## src/rtl/present_pkg.sv

```systemverilog
// Shared PRESENT constants, FSM state type and the combinational helper
// functions used by the round datapath and the key schedule.
package present_pkg;

  localparam int NUM_ROUNDS_DEF = 31;

  // Nibble i of this table is S(i): C,5,6,B,9,0,A,D,3,E,F,8,4,7,1,2
  localparam logic [63:0] SBOX_TBL = 64'h2174_8FE3_DA09_B65C;

  typedef enum logic [1:0] {
    IDLE,
    RUN,
    DONE
  } fsm_e;

  function automatic logic [3:0] sbox4(input logic [3:0] x);
    return SBOX_TBL[{x, 2'b00} +: 4];
  endfunction

  function automatic logic [63:0] sbox_layer64(input logic [63:0] x);
    logic [63:0] y;
    y = '0;
    for (int i = 0; i < 16; i++) begin
      y[4*i +: 4] = sbox4(x[4*i +: 4]);
    end
    return y;
  endfunction

  function automatic logic [79:0] key_update_80(input logic [79:0] k,
                                                input logic [4:0]  rnd);
    logic [79:0] r;
    r          = {k[18:0], k[79:19]};
    r[79:76]   = sbox4(r[79:76]);
    r[19:15]   = r[19:15] ^ rnd;
    return r;
  endfunction

  function automatic logic [127:0] key_update_128(input logic [127:0] k,
                                                  input logic [4:0]   rnd);
    logic [127:0] r;
    r          = {k[66:0], k[127:67]};
    r[127:124] = sbox4(r[127:124]);
    r[123:120] = sbox4(r[123:120]);
    r[66:62]   = r[66:62] ^ rnd;
    return r;
  endfunction

endpackage

```

## src/rtl/present_pbox.sv

```systemverilog
// PRESENT bit permutation: input bit i moves to 16*i mod 63, bit 63 stays.
module present_pbox (
  input  logic [63:0] din,
  output logic [63:0] dout
);

  for (genvar i = 0; i < 64; i++) begin : g_p
    localparam int P = (i == 63) ? 63 : (16 * i) % 63;
    assign dout[P] = din[i];
  end

endmodule

```

## src/rtl/present_sbox_layer.sv

```systemverilog
// Sixteen parallel 4-bit PRESENT S-boxes over a 64-bit state word.
module present_sbox_layer
  import present_pkg::*;
(
  input  logic [63:0] din,
  output logic [63:0] dout
);

  for (genvar i = 0; i < 16; i++) begin : g_sb
    assign dout[4*i +: 4] = sbox4(din[4*i +: 4]);
  end

endmodule

```

## src/rtl/present_enc_ctrl.sv

```systemverilog
// Iterative PRESENT encryption engine: one round per clock between a
// valid/ready plaintext source and a valid/ready ciphertext sink.
module present_enc_ctrl
  import present_pkg::*;
#(
  parameter int KEY_LEN    = 80,
  parameter int NUM_ROUNDS = NUM_ROUNDS_DEF
) (
  input  logic               clk,
  input  logic               rst,
  input  logic               in_valid,
  output logic               in_ready,
  input  logic [63:0]        in_pt,
  input  logic [KEY_LEN-1:0] in_key,
  output logic               out_valid,
  input  logic               out_ready,
  output logic [63:0]        out_ct,
  output logic               busy
);

  fsm_e               st_q, st_d;
  logic [63:0]        state_q;
  logic [63:0]        out_ct_q;
  logic [KEY_LEN-1:0] key_q;
  logic [KEY_LEN-1:0] key_upd;
  logic [4:0]         rnd_q;
  logic [63:0]        rk;
  logic [63:0]        sb_out;
  logic [63:0]        p_out;
  logic               load;
  logic               last;

  if (KEY_LEN == 80) begin : g_k80
    assign key_upd = key_update_80(key_q, rnd_q);
  end else if (KEY_LEN == 128) begin : g_k128
    assign key_upd = key_update_128(key_q, rnd_q);
  end else begin : g_bad_key_len
    $error("present_enc_ctrl: KEY_LEN must be 80 or 128");
  end

  // Round datapath: add round key, S-box layer, bit permutation
  assign rk = key_q[KEY_LEN-1 -: 64];

  present_sbox_layer u_sbox (
    .din  (state_q ^ rk),
    .dout (sb_out)
  );

  present_pbox u_pbox (
    .din  (sb_out),
    .dout (p_out)
  );

  always_comb begin
    st_d = st_q;
    load = 1'b0;
    last = 1'b0;
    unique case (st_q)
      IDLE: begin
        if (in_valid) begin
          load = 1'b1;
          st_d = RUN;
        end
      end
      RUN: begin
        if (rnd_q == 5'(NUM_ROUNDS)) begin
          last = 1'b1;
          st_d = DONE;
        end
      end
      DONE: begin
        if (out_ready) st_d = IDLE;
      end
      default: st_d = IDLE;
    endcase
  end

  always_ff @(posedge clk) begin
    if (rst) begin
      st_q <= IDLE;
    end else begin
      st_q <= st_d;
    end
  end

  // Round/key registers; the final whitening key comes straight from key_upd
  always_ff @(posedge clk) begin
    if (rst) begin
      state_q  <= '0;
      key_q    <= '0;
      rnd_q    <= '0;
      out_ct_q <= '0;
    end else begin
      if (load) begin
        state_q <= in_pt;
        key_q   <= in_key;
        rnd_q   <= 5'd1;
      end else if (st_q == RUN) begin
        state_q <= p_out;
        key_q   <= key_upd;
        rnd_q   <= last ? rnd_q : rnd_q + 5'd1;
      end
      if (last) out_ct_q <= p_out ^ key_upd[KEY_LEN-1 -: 64];
    end
  end

  assign in_ready  = (st_q == IDLE);
  assign out_valid = (st_q == DONE);
  assign busy      = (st_q != IDLE);
  assign out_ct    = out_ct_q;

endmodule

```

## config.mk

```make
export PLATFORM = sky130hd
export DESIGN_NAME = present_enc_ctrl
export DESIGN_NICKNAME = d
export VERILOG_FILES = /design/src/rtl/present_pkg.sv /design/src/rtl/present_pbox.sv /design/src/rtl/present_sbox_layer.sv /design/src/rtl/present_enc_ctrl.sv
export SDC_FILE = /design/constraint.sdc
export NUM_CORES = 1
export LEC_CHECK = 0
export CORE_ASPECT_RATIO = 0.75
export CORE_MARGIN = 2
export CORE_UTILIZATION = 54
export CTS_CLUSTER_SIZE = 20
export DETAILED_ROUTE_END_ITERATION = 7
export PLACE_DENSITY = 0.87
export SYNTH_ARGS = -nofsm -noshare
export SYNTH_HDL_FRONTEND = slang
export SYNTH_SLANG_ARGS = --single-unit
```

## constraint.sdc

```tcl
create_clock -name clk -period 2.3 [get_ports clk]
set_input_delay 0.575 -clock clk [delete_from_list [all_inputs] [get_ports clk]]
set_output_delay 0.575 -clock clk [all_outputs]
set_load 0.1 [all_outputs]
```

# Yosys cells after proc, flatten, opt, wreduce, memory -nomap -nowiden
# Index checks and enable logic that the tools add are counted.
word_totals:
  elab_cells: 57
  input_bits: 148
  out_inout_bits: 67
  ff_bits: 215
op_classes:
  muxes: 15
  eq_ne: 7
  shift: 17
  n_addsub: 1
  bitwise_logic: 4
  reduce_logical: 7
op_table:
  columns: ["cell", "n"]
  rows:
  - ["$shiftx 64x7->4 const A", 17]
  - ["$mux 80", 2]
  - ["$mux 64", 2]
  - ["$xor 64x64->64", 2]
  - ["$mux 1", 7]
  - ["$mux 2", 3]
  - ["$ne 2x2->1 const B", 3]
  - ["$pmux 2 s3", 1]
  - ["$add 5x1->5 const B", 1]
  - ["$eq 5x5->1 const B", 1]
  - ["$xor 5x5->5", 1]
  - ["$reduce_and 2->1", 2]
  - ["$reduce_bool 2->1", 2]
  - ["$reduce_and 3->1", 1]
  - ["$eq 2x1->1 const B", 1]
  - ["$eq 2x2->1 const B", 1]
  - ["$logic_not 2->1", 1]
  - ["$ne 2x1->1 const B", 1]
  - ["$reduce_or 2->1", 1]
  - ["$not 1->1", 1]

# Logic depth before layout (Yosys ltp)
depth:
  depth_word: 6
  ltp_mapped: 8
  ltp_nobuf: 8

# Hierarchy
# A second synthesis with hierarchy kept.
hier_totals:
  hier_cells: 1419
  hier_area_um2: 12941.2
modules_own_cells:
  columns: ["module", "n_inst", "area_per_inst_um2", "cells_per_inst", "seq_area_each_um2"]
  rows:
  - ["present_enc_ctrl", 1, 9541.7, 1051, 4304.1]
  - ["present_sbox_layer", 1, 2919.0, 304, 0.0]
  - ["present_pbox", 1, 480.5, 64, 0.0]

# Worst setup path before layout
# Ideal clock, no wire load.
synth_timing:
  path_type: "reg2out"
  from: "reg st_q[1]"
  to: "out busy"
  slack_ps: -823
  arrival_time_ps: 2548
  stages_incl_launch_ff: 3
  required_time_ps: 1725
  path_buffers: 0
  path_cell_list: "dfxtp_1 > nor2_1 > inv_1"
synth_via:
  elab_chain_len: 1
synth_rtl:
  columns: ["item", "line", "rtl"]
  rows:
  - ["start: declaration", "present_enc_ctrl.sv:21", "fsm_e st_q, st_d;"]
  - ["start signal: assignment", "present_enc_ctrl.sv:82", "st_q <= st_d;"]
  - ["$reduce_bool 2->1", "present_enc_ctrl.sv:109", "assign busy = (st_q != IDLE);"]
  - ["end: declaration", "present_enc_ctrl.sv:18", "output logic busy"]
# Every way passes these cells.

# Worst setup path in the final report
layout_timing:
  from: "reg key_q[69]"
  to: "reg out_ct_q[13] (netlist: out_ct[13])"
layout_via:
  elab_chain_len: 3
layout_rtl:
  columns: ["item", "line", "rtl"]
  rows:
  - ["start: declaration", "present_enc_ctrl.sv:24", "logic [KEY_LEN-1:0] key_q;"]
  - ["start signal: assignment", "present_enc_ctrl.sv:96", "key_q <= in_key;"]
  - ["start signal: assignment", "present_enc_ctrl.sv:100", "key_q <= key_upd;"]
  - ["$xor 64x64->64", "present_enc_ctrl.sv:45", ".din (state_q ^ rk),"]
  - ["$shiftx 64x7->4", "present_pkg.sv:17", "return SBOX_TBL[{x, 2'b00} +: 4];"]
  - ["$xor 64x64->64", "present_enc_ctrl.sv:103", "if (last) out_ct_q <= p_out ^ key_upd[KEY_LEN-1 -: 64];"]
  - ["end signal: assignment", "present_enc_ctrl.sv:103", null]
  - ["end: declaration", "present_enc_ctrl.sv:23", "logic [63:0] out_ct_q;"]
# Every way passes these cells.
# A chain may end at the register's enable or synchronous reset.

==> flow_metrics.py <==
metrics = {
    "layout": {
        "drive_above_1_share_pct": 16.9,
        "final_cells": 1818,
        "syn2layout_area_growth_pct": 28.7,
        "layout_commonest_cell": "dfxtp_1",
        "final_cell_mix": "dfxtp_1 (215), clkdlybuf4s50_1 (146), a21oi_1 (140)",
        "fillCellCount": 1564,
        "antenna_cells": 0,
        "nNetsFinal": 1760,
    },
    "die": {
        "fp.dieW_um": 177,
        "coreArea_mm2": 0.0221,
        "start_util_pct": 55.0,
        "fp.dieH_um": 134,
        "dieArea_mm2": 0.0237,
        "placementRows": 47,
        "ios": 215,
    },
    "clock_tree": {
        "cts_tree": "built",
        "ctsHoldBuffers": 0,
        "cts_buffer_depth": 3,
        "clk_pin_slew_ns": 0.06,
        "cts_max_level": 1,
        "cts.sinks": 215,
        "cts_buffers": 23,
        "clock_latency_ns": 0.53,
        "cts_root_buffer": "clkbuf_16",
    },
    "drt": {
        "wl_mm": 42.3,
        "drt_iter0_drc": 1749,
        "drc": 9,
        "num_vias": 11431,
        "wl_per_cell_um": 23.3,
        "first_pass_iters": 8,
        "final_antenna_net_count": 0,
        "routed_via_density": 6.29,
    },
    "yosys": {
        "seq_area_frac_synth_pct": 35.5,
        "postSynthCellCount": 1292,
        "synthArstFlopShare_pct": 0,
        "synth_top_area_share_pct": 35.5,
        "yosysWarnings": 0,
        "synth-edff-count": 0,
        "syn_area_mm2": 0.0121,
        "synthFlopType": "dfxtp_1",
        "syn_area_per_cell_um2": 9.39,
        "yosysTopAreaCell": "dfxtp_1",
        "ys_ff_latch": 215,
        "yosysUniqueCellTypes": 40,
        "synth_area_leaders": "dfxtp_1 (35%), ha_1 (11%), a22oi_1 (7.3%)",
        "synth_nets": 1543,
    },
    "global_routing": {
        "grtUsageTotal_pct": 34.9,
        "grt_antenna_before_repair": 0,
        "grt_start_max_net_pins": 84,
        "grt_pass1_vias": 10828,
        "grt_pass1_wl_mm": 63.4,
        "grt-ovfl-total": 0,
    },
    "pwr": {
        "ir_drop_uv": 561,
        "powerDensity_mw_per_mm2": 811,
        "p_leak_nw": 6.30,
        "power_mw": 12.7,
    },
    "setup_path": {
        "worstPathRequired_ns": 2.75,
        "start_kind": "flop",
        "critPathArrivalTime_ns": 2.71,
        "worstPathMaxFanout": 5,
        "crit_path_end_kind": "flop",
        "critPathKind": "flop to flop",
    },
    "place": {
        "dpl.cell_count": 1778,
        "gp_congestion": 0.965,
        "dp_hpwl_mm": 30.9,
        "portBuffers": 214,
    },
    "worst_hold_path": {
        "hp-class": "input pin to flop",
    },
    "sta": {
        "rsz0062_at_grt": "no",
        "fin_setup_tns_ns": 0,
        "worst_pin_slew_ns": 0.638,
        "fin_skew_ns": 0.0223,
        "drv_slew": 0,
        "max_slew_margin_pct": 57.3,
        "hold_viol": 0,
        "max_freq_ghz": 0.442,
        "whs_ns": 0.418,
        "min_period_ns": 2.26,
        "setup_viol": 0,
        "fin_crit_sh_pct": 98.3,
    },
    "outcome": {
        "violations": "DRC",
        "outcome": "complete, but fails checks",
    },
    "flow_run": {
        "max-cap-violations": 0,
    },
}
==> kinds of logic after synthesis <==
group | share of synthesized area [%]
DFF | 35.5
adders and majority gates | 10.6
buffers and inverters | 5.09
AOI/OAI and AO/OA | 19.6
xor gates and xnor gates | 11.7
and+or+nand+nor | 9.42
muxes | 8.16
==> registers in the layout, summed over array words and instances, names as in the netlist <==
register  count
out_ct       64
st_q          2
rnd_q         5
key_q        80
state_q      64
==> worst max-delay path: stages (launching register included) <==
cell and delay, ns:
dfxtp_1 0.46, xor2_2 0.32, ha_1 0.34, a21oi_1 0.16
ha_1 0.29, xnor2_1 0.30, nand2_1 0.11, a21oi_1 0.19
==> cells in the mapped netlist (all sizes together) (19+ instances only) <==
cell / instances
dfxtp: 215
a21oi: 141
nand2: 130
a22oi: 118
ha: 103
nor2: 93
xnor2: 75
inv: 72
xor2: 60
clkbuf: 51
a22o: 34
mux4: 34
buf: 32
a221oi: 26
mux2i: 22
nor3: 19
==> layout make-up <==
class                   instances  area (µm²)  share of cell area [%]
clock inverters                 5        32.5                   0.208
repair buffers                275        2610                    16.7
flip-flops and latches        215        4300                    27.6
well taps                     294         368                    2.36
inverters                      72         270                    1.73
clock buffers                  35         691                    4.42
multi-input cells             922        7340                    47.0
==> repair_timing <==
action,in CTS,in global routing
endpoints found under the setup margin,1,16
gates resized for setup,1,12
endpoints found under the hold margin,0,0
cloned,0,0
buffers inserted,0,0
==> routing by layer <==
layer	vias to the layer above	global-route usage [%]	part of all wire (%)
met2	906	52.5	43
met1	5435	47.8	38
met4	0	14.0	5.0
met5	-	0	0
met3	152	9.55	15
li1	4938	-	-
==> stage by stage <==
stage | area [µm²] | util [%] | worst slack [ns]
after CTS | 15500 | 70.4 | 0.0185
after global placement | 14800 | 67.1 | 0.172
after global routing | 15600 | 70.8 | 0.00154
after detailed placement | 14800 | 67.1 | 0.0676
after floorplan | 12100 | - | 0.288
final | 15600 | 70.8 | 0.0383
==> path summary, 6_finish.rpt <==
path	cells after the start	slack (ns)	endpoint	from
worst max-delay path	7	0.04	out_ct[13]$_SDFFE_PP0P_	key_q[69]$_SDFFE_PP0P_
worst min-delay path	2	0.42	state_q[49]$_SDFFE_PP0P_	rst
worst max register to register	7	0.04	out_ct[13]$_SDFFE_PP0P_	key_q[69]$_SDFFE_PP0P_
worst min register to register	2	0.45	out_ct[9]$_SDFFE_PP0P_	out_ct[9]$_SDFFE_PP0P_
==> power by group <==
part / internal [mW] / switching, mW / total, mW / leakage (nW)
Combinational: 2.07 / 2.65 / 4.72 / 4.18
Clock: 2.06 / 1.55 / 3.61 / 0.360
Sequential: 3.99 / 0.342 / 4.34 / 1.76
Power figures use the tool's default switching activity.
